$ cat src/rtl/pulse_run_classifier_pkg.sv
// pulse_run_classifier_pkg: FSM states and event codes shared by the run classifier and its bench
package pulse_run_classifier_pkg;
    typedef enum logic [1:0] {
        IDLE  = 2'd0,
        MARK  = 2'd1,
        SPACE = 2'd2
    } state_t;
    typedef enum logic [2:0] {
        EVT_MARK_S  = 3'b000,
        EVT_MARK_L  = 3'b001,
        EVT_SPACE_S = 3'b010,
        EVT_SPACE_L = 3'b011,
        EVT_GAP     = 3'b100
    } evt_code_t;
endpackage

$ cat src/rtl/pulse_run_classifier_line_deglitch.sv
// line_deglitch: synchronises a raw line and accepts a level change only after GLITCH+1 stable cycles
module line_deglitch #(
    parameter int SYNC_STAGES = 2,
    parameter int GLITCH      = 2
) (
    input  logic clk,
    input  logic rst_n,
    input  logic in,
    output logic st,
    output logic st_toggle
);
    localparam int FW = GLITCH > 0 ? $clog2(GLITCH + 1) : 1;
    logic [SYNC_STAGES-1:0] sync;
    logic [FW-1:0]          fcnt;
    logic                   s;
    assign s         = sync[SYNC_STAGES-1];
    assign st_toggle = (s != st) && (fcnt == FW'(GLITCH));
    always_ff @(posedge clk or negedge rst_n) begin
        if (!rst_n) begin
            sync <= '0;
            fcnt <= '0;
            st   <= 1'b0;
        end else begin
            sync[0] <= in;
            for (int i = 1; i < SYNC_STAGES; i++) sync[i] <= sync[i-1];
            fcnt <= (s == st || st_toggle) ? '0 : fcnt + 1'b1;
            st   <= st_toggle ? s : st;
        end
    end
endmodule

$ cat src/rtl/pulse_run_classifier.sv
// pulse_run_classifier: measures deglitched mark/space runs and emits one classified event per
// completed run, plus a word-gap event when a space outlasts thr_gap.
module pulse_run_classifier
    import pulse_run_classifier_pkg::*;
#(
    parameter int CNT_W       = 8,
    parameter int SYNC_STAGES = 2,
    parameter int GLITCH      = 2
) (
    input  logic             clk,
    input  logic             rst_n,
    input  logic             in,
    input  logic [CNT_W-1:0] thr_mark,
    input  logic [CNT_W-1:0] thr_space,
    input  logic [CNT_W-1:0] thr_gap,
    output logic             level,
    output logic             evt_valid,
    output logic [2:0]       evt_code,
    output logic [CNT_W-1:0] evt_len,
    output logic             evt_sat
);
    localparam logic [CNT_W-1:0] RUN_MAX = '1;
    state_t           state, state_nx;
    evt_code_t        code_nx;
    logic             st, st_toggle, sat, gap_hit, fire;
    logic [CNT_W-1:0] run;
    line_deglitch #(
        .SYNC_STAGES(SYNC_STAGES),
        .GLITCH     (GLITCH)
    ) u_deglitch (
        .clk      (clk),
        .rst_n    (rst_n),
        .in       (in),
        .st       (st),
        .st_toggle(st_toggle)
    );
    assign level = st;
    // run counts cycles of the current level; sat remembers that it hit the ceiling
    always_ff @(posedge clk or negedge rst_n) begin
        if (!rst_n) begin
            run <= '0;
            sat <= 1'b0;
        end else begin
            run <= st_toggle ? CNT_W'(1) : (run == RUN_MAX ? run : run + 1'b1);
            sat <= !st_toggle && (sat || run == RUN_MAX);
        end
    end
    assign gap_hit = state == SPACE && thr_gap != '0 && run == thr_gap && !st_toggle;
    always_ff @(posedge clk or negedge rst_n) begin
        if (!rst_n) state <= IDLE;
        else        state <= state_nx;
    end
    always_comb begin
        state_nx = state;
        case (state)
            IDLE:    state_nx = st_toggle ? MARK : IDLE;
            MARK:    state_nx = st_toggle ? SPACE : MARK;
            SPACE:   state_nx = st_toggle ? MARK : (gap_hit ? IDLE : SPACE);
            default: state_nx = IDLE;
        endcase
    end
    always_comb begin
        fire    = gap_hit || (st_toggle && state != IDLE);
        code_nx = state == MARK ? (run >= thr_mark ? EVT_MARK_L : EVT_MARK_S)
                : gap_hit       ? EVT_GAP
                : (run >= thr_space ? EVT_SPACE_L : EVT_SPACE_S);
    end
    // event registers load on the toggle edge so the strobe lands in the first cycle of the new level
    always_ff @(posedge clk or negedge rst_n) begin
        if (!rst_n) begin
            evt_valid <= 1'b0;
            evt_code  <= 3'b000;
            evt_len   <= '0;
            evt_sat   <= 1'b0;
        end else begin
            evt_valid <= fire;
            evt_code  <= fire ? code_nx : evt_code;
            evt_len   <= fire ? run : evt_len;
            evt_sat   <= fire ? sat : evt_sat;
        end
    end
endmodule

$ cat config.mk
export PLATFORM = sky130hd
export DESIGN_NAME = pulse_run_classifier
export DESIGN_NICKNAME = d
export VERILOG_FILES = /design/src/rtl/pulse_run_classifier_pkg.sv /design/src/rtl/pulse_run_classifier_line_deglitch.sv /design/src/rtl/pulse_run_classifier.sv
export SDC_FILE = /design/constraint.sdc
export NUM_CORES = 1
export LEC_CHECK = 0
export ABC_AREA = 1
export CORE_ASPECT_RATIO = 0.5
export CORE_MARGIN = 5
export CORE_UTILIZATION = 54
export DETAILED_ROUTE_END_ITERATION = 10
export HOLD_SLACK_MARGIN = 0.15
export PLACE_DENSITY = 0.93
export SLEW_MARGIN = 20
export SYNTH_ARGS = -nofsm -noshare
export SYNTH_HDL_FRONTEND = slang
export SYNTH_SLANG_ARGS = --single-unit
$ cat constraint.sdc
create_clock -name clk -period 3 [get_ports clk]
set_input_delay 0.45 -clock clk [delete_from_list [all_inputs] [get_ports clk]]
set_output_delay 0.45 -clock clk [all_outputs]
set_load 0.1 [all_outputs]
==> qor.txt <==
OUTCOME
------------------------------------------------------------------------------------------
Result of the run                                                             finished clean

STA
------------------------------------------------------------------------------------------
Number of endpoints with negative hold slack in the final report                         0
Max Clock Skew                                                                     4.92 ps
Final hold slack                                                                    359 ps
Transition time at the pin with the least slew margin                               368 ps
Final sum of negative setup slack                                                     0 ps
RSZ-0062 raised after global routing                                                    no
Number of setup violations in the final report                                           0
Tmin final                                                                         1830 ps
Final period utilization                                                             0.610
Highest Clock Rate                                                                 547 MHz
Normalized max-slew margin                                                           0.755
Pins over their slew limit                                                               0

ROUTE
------------------------------------------------------------------------------------------
Vias after detailed routing                                                           1727
Routed length on met3                                                               284 um
Metal1 wirelength                                                                  1860 um
Antenna viol nets, final                                                                 0
Uppermost metal layer occupied by signal nets                                         met4
Wire length per cell                                                               13.1 um
Routed wire length                                                                 4330 um
Remaining routing DRC violations                                                         0
Routed vias/inst                                                                      5.20
Pre-Repair DR Iteration Count                                                            6
DRT iter0 DRCs                                                                          83
Met2 wirelength from detailed routing                                              2100 um

CELLS AND AREA
------------------------------------------------------------------------------------------
Post-Layout Cell Count                                                                 332
Fill cells                                                                             263
Number of antenna diodes                                                                 0
Net total in the final layout                                                          334
Fraction of layout instances using a drive strength above 1                          0.145
Layout overhead on the synthesized area                                              27.9%

FLOORPLANNING
------------------------------------------------------------------------------------------
Die X                                                                              93.0 um
Number of core rows                                                                     15
Initial cell density of the core                                                     0.550
Total Die Area                                                                   4790 um^2
Area of the core region                                                          3380 um^2
Count of pins on the block boundary                                                     41
Die Ht                                                                             51.5 um

YOSYS
------------------------------------------------------------------------------------------
Combined area of all synthesized cells                                           1860 um^2
Synth cell types                                                                        29
Top cell type by total area after synthesis                                   sky130_fd_sc_hd__dfrtp_1
Post-Synthesis Mean Instance Area                                                7.65 um^2
Proportion of netlist area held by the largest area contributor                      0.391
Biggest area contributors in the synthesized netlist                          sky130_fd_sc_hd__dfrtp_1, sky130_fd_sc_hd__nand2_1, sky130_fd_sc_hd__ha_1, sky130_fd_sc_hd__inv_1, sky130_fd_sc_hd__nor2_1
Synthesis Warnings                                                                       0
Synth Instances                                                                        243
Net count after synthesis                                                              288
Sequential fraction of the synthesis area                                            0.391
#FFs+latches synth                                                                      29

SETUP PATH
------------------------------------------------------------------------------------------
Critical Path Most Common Cell                                                sky130_fd_sc_hd__nand2_1
Crit end category                                                                     flop
Reg-to-reg critical path startpoint                                                 run[1]
Startpoint-to-endpoint class of the critical path                                   in2reg
Cell with the largest stage delay on the worst path                           sky130_fd_sc_hd__clkdlybuf4s50_1
Crit-path cells                                                               clkdlybuf4s50_1 > inv_1 > nand2_1 > nand2_1 > nor2_2 > nand2_2 > nor2_4 > nand3_2 > nand2_2 > inv_2 > nand2_1 > nand2_1
Endpoint required time on the critical path                                        3170 ps
Startpoint Class                                                                input port
Worst reg2reg path depth                                                                 8
Critical path arrival                                                              2000 ps
Capture instance of the worst register-to-register path                             run[0]
Worst Path Max Fanout                                                                   12
R2R setup slack                                                                    1200 ps
Slowest cell delay on critical path                                                 520 ps

FLOW RUN
------------------------------------------------------------------------------------------
Number of maximum-capacitance constraint violations                                      0

GLOBAL ROUTING
------------------------------------------------------------------------------------------
Overflow after GRT                                                                       0
Wire length of the first global-routing pass                                       7260 um
Overall routing resource usage                                                       0.195
Number of antenna violations at the first check in global routing                        0
Pin count of the biggest net entering global routing                                    30
Number of global-route vias before repair                                             1642

CTS
------------------------------------------------------------------------------------------
Root buffer selected by CTS                                                   sky130_fd_sc_hd__clkbuf_8
Clock tree from TritonCTS                                                              yes
Htree depth                                                                              2
Number of buffers created by CTS                                                         5
Setup Fix Bufs, Post-CTS                                                                 0
Number of buffers inserted by hold repair at cts                                         0
Post-CTS sizing                                                                          0
Sink count of the clock tree                                                            29
Clock edge transition at the registers on the reported setup and hold paths          60 ps
Number of buffers on the longest clock path                                              2
Clock insertion delay at the later pin of the skew report                           280 ps

MIN PATH
------------------------------------------------------------------------------------------
Worst hold path class                                                              reg2reg
Number of stages on the worst hold path                                                  0
Worst-case hold path end point                                                u_deglitch.sync[1]
Launch point of the worst hold path                                           u_deglitch.sync[0]

PLACEMENT
------------------------------------------------------------------------------------------
Number of input and output port buffers inserted                                        40
Cell total after placement                                                             324
Routability cong.                                                                    0.853
Detail Placement HPWL                                                              3330 um

PWR
------------------------------------------------------------------------------------------
Leakage dissipation                                                             0.00131 uW
Total power divided by cell area                                               958 nW/um^2
Maximum ir drop on the vdd rail                                                 0.000296 V

-- routing by layer --
layer / global-route usage / vias to the layer above
met5: 0 / -
met4: 0.0803 / 0
met3: 0.0544 / 13
met2: 0.325 / 65
met1: 0.239 / 799
li1: - / 850
-- layout make-up --
cell class	instances	area [um^2]	area share
Multi-Input combinational cell	170	950	0.399
Tap cell	42	52.6	0.0221
Timing Repair Buffer	41	373	0.157
Clock inverter	1	30.0	0.0126
Clock buffer	7	86.3	0.0363
Sequential cell	29	726	0.305
Inverter	42	160	0.0674
-- cell usage after synthesis, drive strengths merged --
master  instances
a211oi          2
a21o            1
a21oi           9
a31oi           1
buf             2
clkinv          1
dfrtp          29
ha             18
inv            41
nand2          86
nand3           9
nand4           1
nor2           26
nor3            2
o21a            2
o21ai           9
o22ai           1
or2             1
xnor2           2
-- cell families (layout without fill, tap and decap cells) --
family | Yosys count | after routing | synth area share
buffers and inverters | 44 | 91 | 0.0983
adders and majority gates | 18 | 18 | 0.121
and+or+nand+nor | 125 | 125 | 0.305
DFF | 29 | 29 | 0.391
AOI/OAI and AO/OA | 25 | 25 | 0.0754
xor gates and xnor gates | 2 | 2 | 0.00943
-- how the worst max path moves through the flow --
stage / from / endpoint
CTS: thr_gap[1] / evt_len[1]
finish: thr_gap[1] / evt_sat
global placement: thr_gap[3] / evt_len[4]
floorplan: u_deglitch.st / evt_len[0]
detailed placement: thr_gap[3] / evt_len[1]
global route: thr_gap[1] / evt_len[1]
-- power by group --
group / switching [uW] / internal [uW] / leakage (uW)
sequential: 171 / 517 / 0.000375
clock: 149 / 270 / 0.0000585
combinational: 826 / 344 / 0.000878
-- through the flow --
stage               power [uW]   util  area (um^2)  setup slack [ps]
detailed placement        1850  0.669         2260               904
global route              2430  0.704         2380              1040
finish                    2280  0.704         2380              1170
floorplan                 1550      -         1860              1020
global placement          1800  0.669         2260               994
CTS                       2280  0.704         2380              1180
-- registers in the layout, summed over array words and instances, names as in the netlist --
| register | flops |
|---|---|
| run | 8 |
| u_deglitch.sync | 2 |
| evt_valid | 1 |
| evt_sat | 1 |
| evt_code | 3 |
| state | 2 |
| evt_len | 8 |
| u_deglitch.fcnt | 2 |
| sat | 1 |
| u_deglitch.st | 1 |
-- layout by cell type, fill, tap and decap left out, types with 4 or more instances in the layout --
master,instances
sky130_fd_sc_hd__nand2_2,5
sky130_fd_sc_hd__nor2_2,4
sky130_fd_sc_hd__clkbuf_8,6
sky130_fd_sc_hd__ha_1,18
sky130_fd_sc_hd__inv_2,4
sky130_fd_sc_hd__clkdlybuf4s50_1,26
sky130_fd_sc_hd__buf_4,15
sky130_fd_sc_hd__a21oi_1,9
sky130_fd_sc_hd__nand3_1,7
sky130_fd_sc_hd__inv_1,36
sky130_fd_sc_hd__o21ai_0,7
sky130_fd_sc_hd__nor2_1,19
sky130_fd_sc_hd__dfrtp_1,29
sky130_fd_sc_hd__nand2_1,80
-- worst max-delay path, delay by kind of cell --
family | cells | cell delay [ps]
buffers and inverters | 3 | 740
AND/OR/NAND/NOR | 9 | 810
Note: power is estimated with default switching activity, not from simulation.
